**src/rtl/muldiv_pkg.sv**
```systemverilog
// rtl/muldiv_pkg.sv - shared decode constants and FSM states for the PCPI M-unit
package muldiv_pkg;
  localparam logic [6:0] M_OPCODE = 7'b0110011;
  localparam logic [6:0] M_FUNCT7 = 7'b0000001;

  localparam logic [2:0] F3_MUL    = 3'd0;
  localparam logic [2:0] F3_MULH   = 3'd1;
  localparam logic [2:0] F3_MULHSU = 3'd2;
  localparam logic [2:0] F3_MULHU  = 3'd3;
  localparam logic [2:0] F3_DIV    = 3'd4;
  localparam logic [2:0] F3_DIVU   = 3'd5;
  localparam logic [2:0] F3_REM    = 3'd6;
  localparam logic [2:0] F3_REMU   = 3'd7;

  typedef enum logic [1:0] {
    ST_IDLE,
    ST_MUL,
    ST_DIV,
    ST_DONE
  } state_e;
endpackage

```
**src/rtl/muldiv_divider.sv**
```systemverilog
// rtl/muldiv_divider.sv - iterative unsigned restoring divider, DIV_STEP quotient bits per cycle
// quotient/remainder carry the result of the step in flight, so they are final while done=1.
module muldiv_divider #(
  parameter int XLEN     = 32,
  parameter int DIV_STEP = 1
) (
  input  logic            clk,
  input  logic            reset,
  input  logic            start,
  input  logic            abort,
  input  logic [XLEN-1:0] dividend,
  input  logic [XLEN-1:0] divisor,
  output logic            busy,
  output logic            done,
  output logic [XLEN-1:0] quotient,
  output logic [XLEN-1:0] remainder
);
  localparam int N  = XLEN / DIV_STEP;
  localparam int CW = $clog2(N + 1);
  localparam logic [CW-1:0] LAST = CW'(N - 1);

  logic [XLEN-1:0] quo_q, quo_d, quo_s, dsr_q, dsr_d;
  logic [XLEN:0]   rem_q, rem_d, rem_s;
  logic [CW-1:0]   cnt_q, cnt_d;
  logic            busy_q, busy_d;
  logic            rem_msb_unused;

  // Dividend bits shift out of the quotient register into the partial remainder.
  always_comb begin
    quo_s = quo_q;
    rem_s = rem_q;
    for (int i = 0; i < DIV_STEP; i++) begin
      rem_s = {rem_s[XLEN-1:0], quo_s[XLEN-1]};
      quo_s = {quo_s[XLEN-2:0], 1'b0};
      if (rem_s >= {1'b0, dsr_q}) begin
        rem_s    = rem_s - {1'b0, dsr_q};
        quo_s[0] = 1'b1;
      end
    end
  end

  assign done           = busy_q && (cnt_q == LAST);
  assign busy           = busy_q;
  assign quotient       = quo_s;
  assign remainder      = rem_s[XLEN-1:0];
  assign rem_msb_unused = rem_s[XLEN];

  always_comb begin
    busy_d = busy_q;
    cnt_d  = cnt_q;
    quo_d  = quo_q;
    rem_d  = rem_q;
    dsr_d  = dsr_q;
    if (start) begin
      busy_d = 1'b1;
      cnt_d  = '0;
      quo_d  = dividend;
      rem_d  = '0;
      dsr_d  = divisor;
    end else if (abort) begin
      busy_d = 1'b0;
    end else if (busy_q) begin
      quo_d = quo_s;
      rem_d = rem_s;
      cnt_d = cnt_q + 1'b1;
      if (done) busy_d = 1'b0;
    end
  end

  always_ff @(posedge clk) begin
    if (reset) begin
      busy_q <= 1'b0;
      cnt_q  <= '0;
      quo_q  <= '0;
      rem_q  <= '0;
      dsr_q  <= '0;
    end else begin
      busy_q <= busy_d;
      cnt_q  <= cnt_d;
      quo_q  <= quo_d;
      rem_q  <= rem_d;
      dsr_q  <= dsr_d;
    end
  end
endmodule

```
**src/rtl/pcpi_muldiv_seq.sv**
```systemverilog
// rtl/pcpi_muldiv_seq.sv - PCPI RV32M/RV64M iterative multiply/divide coprocessor
// Define PCPI_MULDIV_FAST_MUL_EN for a single registered multiply instead of shift-add.
module pcpi_muldiv_seq
  import muldiv_pkg::*;
#(
  parameter int XLEN     = 32,
  parameter int MUL_STEP = 4,
  parameter int DIV_STEP = 1
) (
  input  logic            clk,
  input  logic            reset,
  input  logic            pcpi_valid,
  input  logic [31:0]     pcpi_insn,
  input  logic [XLEN-1:0] pcpi_rs1,
  input  logic [XLEN-1:0] pcpi_rs2,
  output logic            pcpi_wr,
  output logic [XLEN-1:0] pcpi_rd,
  output logic            pcpi_wait,
  output logic            pcpi_ready
);
  localparam int MUL_N = XLEN / MUL_STEP;
  localparam int CW    = $clog2(MUL_N + 1);
  localparam logic [CW-1:0] MUL_LAST = CW'(MUL_N - 1);

  state_e            state_q, state_d;
  logic [2:0]        f3_q, f3_d;
  logic              s1_q, s1_d, s2_q, s2_d, dz_q, dz_d;
  logic [2*XLEN-1:0] acc_q, acc_d, mcand_q, mcand_d, prod_raw, prod;
  logic [XLEN-1:0]   mplier_q, mplier_d, rd_q, rd_d;
  logic [CW-1:0]     cnt_q, cnt_d;
  logic              ready_q, ready_d, wait_q, wait_d;

  logic              match, rs1_sgn, rs2_sgn, mul_last, div_start, div_abort, div_done;
  logic [2:0]        f3_in;
  logic [XLEN-1:0]   abs1, abs2, mul_res, div_quo, div_rem, quo_fix, rem_fix, div_res;
  logic              div_busy_unused, insn_unused;

  assign f3_in   = pcpi_insn[14:12];
  assign match   = pcpi_valid && (pcpi_insn[6:0] == M_OPCODE) && (pcpi_insn[31:25] == M_FUNCT7);
  assign rs1_sgn = pcpi_rs1[XLEN-1] &&
                   (f3_in == F3_MULH || f3_in == F3_MULHSU || f3_in == F3_DIV || f3_in == F3_REM);
  assign rs2_sgn = pcpi_rs2[XLEN-1] && (f3_in == F3_MULH || f3_in == F3_DIV || f3_in == F3_REM);
  assign abs1    = rs1_sgn ? -pcpi_rs1 : pcpi_rs1;
  assign abs2    = rs2_sgn ? -pcpi_rs2 : pcpi_rs2;
  assign insn_unused = ^{pcpi_insn[24:15], pcpi_insn[11:7]};

`ifdef PCPI_MULDIV_FAST_MUL_EN
  logic signed [2*XLEN+1:0] fast_full;
  logic                     fast_unused;
  assign fast_full   = $signed({1'b0, mcand_q[XLEN-1:0]}) * $signed({1'b0, mplier_q});
  assign prod_raw    = fast_full[2*XLEN-1:0];
  assign fast_unused = ^{fast_full[2*XLEN+1:2*XLEN], acc_q, cnt_q};
  assign mul_last    = 1'b1;
`else
  always_comb begin
    prod_raw = acc_q;
    for (int i = 0; i < MUL_STEP; i++) begin
      if (mplier_q[i]) prod_raw = prod_raw + (mcand_q << i);
    end
  end
  assign mul_last = (cnt_q == MUL_LAST);
`endif

  // Magnitudes are multiplied; the sign is applied once to the full-width product.
  assign prod    = (s1_q ^ s2_q) ? -prod_raw : prod_raw;
  assign mul_res = (f3_q == F3_MUL) ? prod[XLEN-1:0] : prod[2*XLEN-1:XLEN];

  assign div_start = (state_q == ST_IDLE) && match && f3_in[2];
  assign div_abort = (state_q == ST_DIV) && !pcpi_valid;

  muldiv_divider #(.XLEN(XLEN), .DIV_STEP(DIV_STEP)) u_div (
    .clk       (clk),
    .reset     (reset),
    .start     (div_start),
    .abort     (div_abort),
    .dividend  (abs1),
    .divisor   (abs2),
    .busy      (div_busy_unused),
    .done      (div_done),
    .quotient  (div_quo),
    .remainder (div_rem)
  );

  // Divide by zero keeps the all-ones quotient unsigned; MIN/-1 falls out of the magnitudes.
  assign quo_fix = dz_q ? '1 : ((s1_q ^ s2_q) ? -div_quo : div_quo);
  assign rem_fix = s1_q ? -div_rem : div_rem;
  assign div_res = f3_q[1] ? rem_fix : quo_fix;

  always_comb begin
    state_d  = state_q;
    f3_d     = f3_q;
    s1_d     = s1_q;
    s2_d     = s2_q;
    dz_d     = dz_q;
    acc_d    = acc_q;
    mcand_d  = mcand_q;
    mplier_d = mplier_q;
    cnt_d    = cnt_q;
    rd_d     = '0;
    ready_d  = 1'b0;
    wait_d   = wait_q;
    case (state_q)
      ST_IDLE: begin
        wait_d = 1'b0;
        if (match) begin
          f3_d     = f3_in;
          s1_d     = rs1_sgn;
          s2_d     = rs2_sgn;
          dz_d     = (pcpi_rs2 == '0);
          acc_d    = '0;
          mcand_d  = {{XLEN{1'b0}}, abs1};
          mplier_d = abs2;
          cnt_d    = '0;
          wait_d   = 1'b1;
          state_d  = f3_in[2] ? ST_DIV : ST_MUL;
        end
      end
      ST_MUL: begin
        if (!pcpi_valid) begin
          state_d = ST_IDLE;
          wait_d  = 1'b0;
        end else begin
          acc_d    = prod_raw;
          mcand_d  = mcand_q << MUL_STEP;
          mplier_d = mplier_q >> MUL_STEP;
          cnt_d    = cnt_q + 1'b1;
          if (mul_last) begin
            state_d = ST_DONE;
            ready_d = 1'b1;
            rd_d    = mul_res;
          end
        end
      end
      ST_DIV: begin
        if (!pcpi_valid) begin
          state_d = ST_IDLE;
          wait_d  = 1'b0;
        end else if (div_done) begin
          state_d = ST_DONE;
          ready_d = 1'b1;
          rd_d    = div_res;
        end
      end
      ST_DONE: begin
        state_d = ST_IDLE;
        wait_d  = 1'b0;
      end
      default: state_d = ST_IDLE;
    endcase
  end

  always_ff @(posedge clk) begin
    if (reset) begin
      state_q  <= ST_IDLE;
      f3_q     <= '0;
      s1_q     <= 1'b0;
      s2_q     <= 1'b0;
      dz_q     <= 1'b0;
      acc_q    <= '0;
      mcand_q  <= '0;
      mplier_q <= '0;
      cnt_q    <= '0;
      rd_q     <= '0;
      ready_q  <= 1'b0;
      wait_q   <= 1'b0;
    end else begin
      state_q  <= state_d;
      f3_q     <= f3_d;
      s1_q     <= s1_d;
      s2_q     <= s2_d;
      dz_q     <= dz_d;
      acc_q    <= acc_d;
      mcand_q  <= mcand_d;
      mplier_q <= mplier_d;
      cnt_q    <= cnt_d;
      rd_q     <= rd_d;
      ready_q  <= ready_d;
      wait_q   <= wait_d;
    end
  end

  assign pcpi_ready = ready_q;
  assign pcpi_wr    = ready_q;
  assign pcpi_rd    = rd_q;
  assign pcpi_wait  = wait_q;
endmodule

```
**config.mk**
```make
export PLATFORM = sky130hd
export DESIGN_NAME = pcpi_muldiv_seq
export DESIGN_NICKNAME = d
export VERILOG_FILES = /design/src/rtl/muldiv_pkg.sv /design/src/rtl/muldiv_divider.sv /design/src/rtl/pcpi_muldiv_seq.sv
export SDC_FILE = /design/constraint.sdc
export NUM_CORES = 2
export LEC_CHECK = 0
export ABC_CLOCK_PERIOD_IN_PS = 15400
export BUFFER_PORTS_ARGS = -buffer_cell sky130_fd_sc_hd__buf_2
export CAP_MARGIN = 5
export CORE_MARGIN = 8
export CORE_UTILIZATION = 45
export CTS_BUF_LIST = sky130_fd_sc_hd__clkbuf_8 sky130_fd_sc_hd__clkbuf_16
export DETAILED_ROUTE_END_ITERATION = 7
export HOLD_SLACK_MARGIN = 0.12
export RECOVER_POWER = 100
export SLEW_MARGIN = 30
export SYNTH_ARGS = -nofsm -noshare
export SYNTH_HDL_FRONTEND = slang
export SYNTH_SLANG_ARGS = --single-unit
```
**constraint.sdc**
```tcl
create_clock -name clk -period 15.4 [get_ports clk]
set_input_delay 0.77 -clock clk [delete_from_list [all_inputs] [get_ports clk]]
set_output_delay 0.77 -clock clk [all_outputs]
set_load 0.005 [all_outputs]
```
Word level (Yosys, flattened, before mapping)
Index checks and enable logic that the tools add are counted.
{"block": "word_totals", "ff_bits": 309, "output_inout_bits": 35, "word_cells": 128}
{"block": "op_classes", "addsub": 12, "order_cmp": 1, "eq_ne": 17, "muxes": 53, "bitwise": 2, "n_reduce_logical": 26}
{"op": "64-bit two-way mux", "count": 9}
{"op": "32-bit two-way mux", "count": 17}
{"op": "64-bit adder", "count": 4}
{"op": "64-bit case mux with 2 select lines", "count": 2}
{"op": "32-bit negator", "count": 4}
{"op": "32-bit case mux with 2 select lines", "count": 2}
{"op": "64-bit negator", "count": 1}
{"op": "33-bit by 32-bit >= comparator with 1-bit output", "count": 1}
{"op": "32-bit zero test", "count": 1}
{"op": "32-bit subtractor", "count": 1}
{"op": "2-bit two-way mux", "count": 6}
{"op": "1-bit two-way mux", "count": 11}
{"op": "1-bit logical AND", "count": 8}
{"op": "4-bit two-way mux", "count": 2}
{"op": "2-bit inequality test, second input constant", "count": 4}
{"op": "2-bit case mux with 4 select lines", "count": 1}
{"op": "4-bit case mux with 2 select lines", "count": 1}
{"op": "7-bit by 1-bit equality test with 1-bit output, second input constant", "count": 1}
{"op": "7-bit by 6-bit equality test with 1-bit output, second input constant", "count": 1}
{"op": "6-bit by 1-bit adder with 6-bit output, second input constant", "count": 1}
{"op": "3-bit equality test, second input constant", "count": 2}
{"op": "6-bit by 5-bit equality test with 1-bit output, second input constant", "count": 1}
{"op": "3-bit inequality test, second input constant", "count": 2}
{"op": "2-bit AND reduction", "count": 3}
{"op": "17 further kinds", "count": 25}

Logic depth before layout (Yosys ltp)
{"block": "depth", "ltp_word": 14, "mapped_depth": 50, "ltp_nobuf": 47}

Cells and area by module
A second synthesis with hierarchy kept.
{"block": "hier_totals", "hier_cells": 5601, "hier_area_um2": 39092.5}
{"module": "pcpi_muldiv_seq", "instances": 1, "cells_per_inst": 4787, "area_per_inst_um2": 32740.2, "seq_area_each_um2": 4124.0}
{"module": "muldiv_divider", "instances": 1, "cells_per_inst": 814, "area_per_inst_um2": 6352.3, "seq_area_each_um2": 2062.0}

Worst setup path before layout
No wires, ideal clock.
{"block": "synth_path", "kind": "reg2reg", "startpoint": "reg mplier_q[0]", "endpoint": "reg rd_q[30] (netlist: pcpi_rd[30])", "arrival_ps": 9958, "required_ps": 15273, "setup_slack_ps": 5315, "stages_incl_launch_ff": 44, "path_cell_list": "dfxtp_1 -> clkbuf_1 -> buf_2 -> buf_2 -> buf_1 -> clkbuf_1 -> buf_1 -> clkbuf_1 -> mux2_2 -> ha_1 -> buf_2 -> nand2_1 -> a211oi_1 -> o21ai_1 -> o211ai_1 -> xnor2_1 -> nor2_1 -> a221o_1 -> [8 not listed] -> a22oi_1 -> o21ai_0 -> ha_1 -> clkbuf_1 -> nand2_1 -> or4_1 -> o32a_1 -> o31a_1 -> o31ai_1 -> a221o_1 -> a31o_1 -> mux2_2 -> o221ai_1 -> or4b_4 -> o31ai_4 -> xor2_1 -> a21oi_1 -> o21ai_1"}
{"block": "synth_via", "elab_chain_cells": 13}
{"item": "from (decl)", "line_no": "pcpi_muldiv_seq.sv:29", "source": "logic [XLEN-1:0] mplier_q, mplier_d, rd_q, rd_d;"}
{"item": "from (signal assigned)", "line_no": "pcpi_muldiv_seq.sv:174", "source": "mplier_q <= mplier_d;"}
{"item": "64-bit two-way mux (*)", "line_no": "pcpi_muldiv_seq.sv:58", "source": "if (mplier_q[i]) prod_raw = prod_raw + (mcand_q << i);"}
{"item": "64-bit adder", "line_no": "pcpi_muldiv_seq.sv:58"}
{"item": "64-bit two-way mux (*)", "line_no": "pcpi_muldiv_seq.sv:58"}
{"item": "64-bit adder", "line_no": "pcpi_muldiv_seq.sv:58"}
{"item": "64-bit two-way mux (*)", "line_no": "pcpi_muldiv_seq.sv:58"}
{"item": "64-bit adder", "line_no": "pcpi_muldiv_seq.sv:58"}
{"item": "64-bit two-way mux (*)", "line_no": "pcpi_muldiv_seq.sv:58"}
{"item": "64-bit negator", "line_no": "pcpi_muldiv_seq.sv:65", "source": "assign prod = (s1_q ^ s2_q) ? -prod_raw : prod_raw;"}
{"item": "64-bit two-way mux (*)", "line_no": "pcpi_muldiv_seq.sv:65"}
{"item": "32-bit two-way mux (*)", "line_no": "pcpi_muldiv_seq.sv:66", "source": "assign mul_res = (f3_q == F3_MUL) ? prod[XLEN-1:0] : prod[2*XLEN-1:XLEN];"}
{"item": "32-bit two-way mux (*)", "line_no": "pcpi_muldiv_seq.sv:127", "source": "if (mul_last) begin"}
{"item": "32-bit two-way mux (*)", "line_no": "pcpi_muldiv_seq.sv:119", "source": "if (!pcpi_valid) begin"}
{"item": "32-bit case mux with 2 select lines (*)", "line_no": "pcpi_muldiv_seq.sv:102", "source": "case (state_q)"}
{"item": "to (signal assigned)", "line_no": "pcpi_muldiv_seq.sv:176", "source": "rd_q <= rd_d;"}
{"item": "to (decl)", "line_no": "pcpi_muldiv_seq.sv:29"}
Every way passes the cells marked *; elsewhere a longest branch is shown, timed or not.
A chain may end at the register's enable or synchronous reset.

Final worst setup path
{"block": "layout_path", "startpoint": "reg mcand_q[0]", "endpoint": "reg rd_q[31] (netlist: pcpi_rd[31])"}
{"block": "layout_via", "elab_chain_cells": 14}
{"item": "from (decl)", "line_no": "pcpi_muldiv_seq.sv:28", "source": "logic [2*XLEN-1:0] acc_q, acc_d, mcand_q, mcand_d, prod_raw, prod;"}
{"item": "from (signal assigned)", "line_no": "pcpi_muldiv_seq.sv:173", "source": "mcand_q <= mcand_d;"}
{"item": "64-bit adder", "line_no": "pcpi_muldiv_seq.sv:58"}
{"item": "64-bit two-way mux", "line_no": "pcpi_muldiv_seq.sv:58"}
{"item": "64-bit adder", "line_no": "pcpi_muldiv_seq.sv:58"}
{"item": "64-bit two-way mux", "line_no": "pcpi_muldiv_seq.sv:58"}
{"item": "64-bit adder", "line_no": "pcpi_muldiv_seq.sv:58"}
{"item": "64-bit two-way mux", "line_no": "pcpi_muldiv_seq.sv:58"}
{"item": "64-bit adder", "line_no": "pcpi_muldiv_seq.sv:58"}
{"item": "64-bit two-way mux (*)", "line_no": "pcpi_muldiv_seq.sv:58"}
{"item": "64-bit negator", "line_no": "pcpi_muldiv_seq.sv:65"}
{"item": "64-bit two-way mux (*)", "line_no": "pcpi_muldiv_seq.sv:65"}
{"item": "32-bit two-way mux (*)", "line_no": "pcpi_muldiv_seq.sv:66"}
{"item": "32-bit two-way mux (*)", "line_no": "pcpi_muldiv_seq.sv:127"}
{"item": "32-bit two-way mux (*)", "line_no": "pcpi_muldiv_seq.sv:119"}
{"item": "32-bit case mux with 2 select lines (*)", "line_no": "pcpi_muldiv_seq.sv:102"}
Marks and branches as above.

==> impl_summary.txt <==
----------------------------------------------------
[Outcome]
  Result of the run ... finished, violations left
  Violations in the final reports ... max-capacitance violations, max-slew violations

[Global route]
  Wire length of the first global-routing pass ... 261 mm
  Pin count of the biggest net entering global routing ... 90
  Combined global-route utilization of all metal layers ... 0.343
  Vias in the first global route ... 41.3k
  Total global routing overflow ... 0
  Number of antenna violations at the first check in global routing ... 3

[Synthesis]
  Gate count after technology mapping ... 5,751
  Ys Warns ... 0
  Post-synth top area share ... 0.156
  Share of async-settable or async-resettable flops after synthesis ... 0
  Synthesized flop and latch total ... 309
  Cell types with the largest area share after synthesis ... sky130_fd_sc_hd__dfxtp_1 16%, sky130_fd_sc_hd__ha_1 9.1%, sky130_fd_sc_hd__a21oi_1 7.4%
  Average footprint of a synthesized cell ... 6.91 sq um
  Top FF cell, synth ... sky130_fd_sc_hd__dfxtp_1
  Top cell type by total area after synthesis ... sky130_fd_sc_hd__dfxtp_1
  Total nets after synthesis ... 6,144
  Share of synthesized area occupied by flip-flops and latches ... 0.156
  Cell area after synthesis ... 39,700 sq um
  Distinct cell type count of the synthesized netlist ... 118
  Number of enable-type register cells in the synthesized netlist ... 0

[Finish]
  Area occupied by multi-input gates ... 31,600 sq um
  FF+latch area ... a little over 6000 sq um
  Post-route cell area ... 41,900 sq um
  Fill cell count ... approximately 9.3k
  Area added between synthesis and finish ... 5.56%
  Share of layout cells above drive strength 1 ... 0.0615
  Filler-free cell count of the finished design ... 6,793
  Net count reported at finish ... approximately 6.0k
  ANT cells ... 0

[Floorplan]
  Initial Util ... 0.451
  Std cell rows ... 109
  Vertical die dimension ... 313 um
  Die Width ... 313 um
  IO Pins ... around 130
  Area of the placeable core ... 88,000 sq um
  Die Footprint ... 98,000 sq um

[Run]
  Number of max-capacitance violations reported ... 6

[Critical path]
  Cell repeated most along the worst path ... sky130_fd_sc_hd__ha_1
  Maximum fanout along the worst path ... 10
  Required time worst endpoint ... 15,870 ps
  Critical Path Source Type ... flop
  Crit-path slowest cell ... sky130_fd_sc_hd__nor4_1
  Critical path capture point type ... flop
  Critical path class ... flop to flop
  CP arrival ... about 15,000 ps
  Largest stage delay, worst path ... roughly 840 ps

[Clocking]
  Clock Sinks ... 309
  Buffer type at the clock tree root ... sky130_fd_sc_hd__clkbuf_16
  Clock latency reported for the late side of the worst-skew pair ... 580 ps
  Clock buffers created by TritonCTS ... 35
  Clock edge transition at the registers on the reported setup and hold paths ... 60 ps
  H-tree level count ... 2
  Resize count post-CTS ... 0
  Buffer count from post-CTS setup fixing ... 0
  Maximum root-to-sink buffer count ... 3
  Hold_buf cts ... 0
  CTS tree ... done

[Power]
  Power per cell area ... approximately 57 nW/um^2
  Cell leakage power ... between 15 and 20 nW
  IR drop worst, VDD ... roughly 0.000098 V

[STA]
  Shortest period the worst path allows ... about 14,000 ps
  Final count of hold timing violations ... 0
  Slew at the pin closest to its max-slew limit ... ~4200 ps
  Fmax ... ~0.070 GHz
  Setup violations, final ... 0
  Crit share post-route ... 0.931
  Setup repair after global routing missed its margin ... no
  Max transition margin ... -1.78
  Setup TNS after final layout ... 0 ps
  Final Max Slew Viols ... 362
  Setup clock skew after layout ... roughly 20 ps

[Place]
  Cells after DPL ... 6,735
  Quantity of I/O buffers inserted on ports ... 118
  Routability-driven placement congestion ratio ... 1.03
  HPWL after detailed placement ... 143 mm
  Placed cell area ... 40,900 sq um

[Routing]
  Wire length per cell after detailed routing ... about 26 um
  Drc violations ... 0
  Iteration count of the initial detailed-routing pass ... 6
  Via count ... between 40k and 50k
  Sum of routed wire length over all layers ... 179 mm
  Residual antenna-violating net count after detailed routing ... 0
  Vias/cell ... 6.59
  First-iteration detailed-routing DRC count ... 5,164

[Min path]
  Path class of the lowest-slack min-delay path ... flop to flop

----------------------------------------------------
metrics by stage:
stage | util | power (mW) | hold slack, ps | worst slack, ps
floorplan | - | 1.28 | 432 | 5310
global placement | 0.465 | 1.51 | 437 | 2060
detailed placement | 0.465 | 1.51 | 444 | 1980
CTS | 0.478 | 2.38 | 452 | 1900
global route | 0.477 | 2.46 | 471 | 574
finish | 0.477 | 2.38 | 452 | 1060
where the power goes:
group	switching (mW)	internal, mW
combinational	0.481	0.198
clock	0.384	0.488
sequential	0.0240	0.809
total	0.888	1.49
logic make-up (layout without fill, tap and decap cells):
group                    count (synthesis)  in the layout  share of synthesized area
flip-flops                             309            309                      0.156
AO/OA/AOI/OAI                         1981           1981                      0.329
multiplexers                           142            142                     0.0377
adder cells (fa/ha/maj)                294            294                     0.0936
buffers and inverters                  515            392                     0.0509
XOR/XNOR                               380            380                     0.0841
AND/OR/NAND/NOR                       2130           2130                      0.249
final timing paths:
| kind | startpoint | end | slack, ps | cells after the start |
|---|---|---|---|---|
| worst max-delay path | mcand_q[0] | pcpi_rd[31] | 1060 | 42 |
| worst max register to register | mcand_q[0] | pcpi_rd[31] | 1060 | 42 |
| worst min register to register | mplier_q[9] | mplier_q[9] | 450 | 2 |
| worst min-delay path | mplier_q[9] | mplier_q[9] | 450 | 2 |
Yosys cell counts (all sizes together), types with 52 or more instances:
library cell / count
or3: 53
dfxtp: 309
nand4: 124
a211oi: 130
o21ai: 374
o21a: 58
mux2i: 84
xnor2: 216
mux2: 58
nand3: 99
a31oi: 69
a21o: 115
o31ai: 52
inv: 154
nand2: 662
clkbuf: 280
o211ai: 62
a21oi: 599
nand2b: 58
buf: 80
xor2: 163
a22oi: 107
nor3: 140
nor2: 704
ha: 289
flip-flops by register name, summed over array words and instances (netlist names), 2 cells and up:
register     flops
acc_q           64
mcand_q         64
mplier_q        32
pcpi_rd         32
u_div.dsr_q     32
u_div.quo_q     32
u_div.rem_q     32
u_div.cnt_q      6
cnt_q            4
f3_q             3
state_q          2
routing by layer:
metal / routed length (um) / share of wire / track usage
met1: 73500 / 0.41 / 0.456
met2: 77900 / 0.44 / 0.544
met3: 16700 / 0.094 / 0.0481
met4: 10400 / 0.058 / 0.166
met5: 0 / 0 / 0
cell usage in the layout (no fill, tap or decap), drive strengths merged, types with 42 or more instances in the layout:
master and instances:
and3 42, nor2 704, xor2 163, nor4 46, o21a 58, xnor2 216
or3 53, o211ai 62, a21o 115, mux2 58, nand4 124, a22oi 107
o31ai 52, o21ai 374, buf 136, nand2 662, clkbuf 89, dfxtp 309
a31oi 69, nor3 140, a211oi 130, nand2b 58, a21oi 599, mux2i 84
ha 289, nand3 99, inv 158, o21bai 43
worst max-delay path: cells and delay by family (launching register included):
kind / cells / cell delay (ps)
AO/OA/AOI/OAI: 14 / 5270
XOR/XNOR: 4 / 730
buffers and inverters: 1 / 90
adder cells (fa/ha/maj): 5 / 2060
flip-flops: 1 / 570
AND/OR/NAND/NOR: 15 / 4530
multiplexers: 3 / 960
final cells by class:
type | count | share of cell area
well taps | 1165 | 0.0348
clock buffers | 45 | 0.0244
flip-flops and latches | 309 | 0.148
multi-input cells | 4927 | 0.753
clock inverters | 12 | 0.00316
repair buffers | 180 | 0.0233
inverters | 155 | 0.0139
Power figures use the tool's default switching activity.
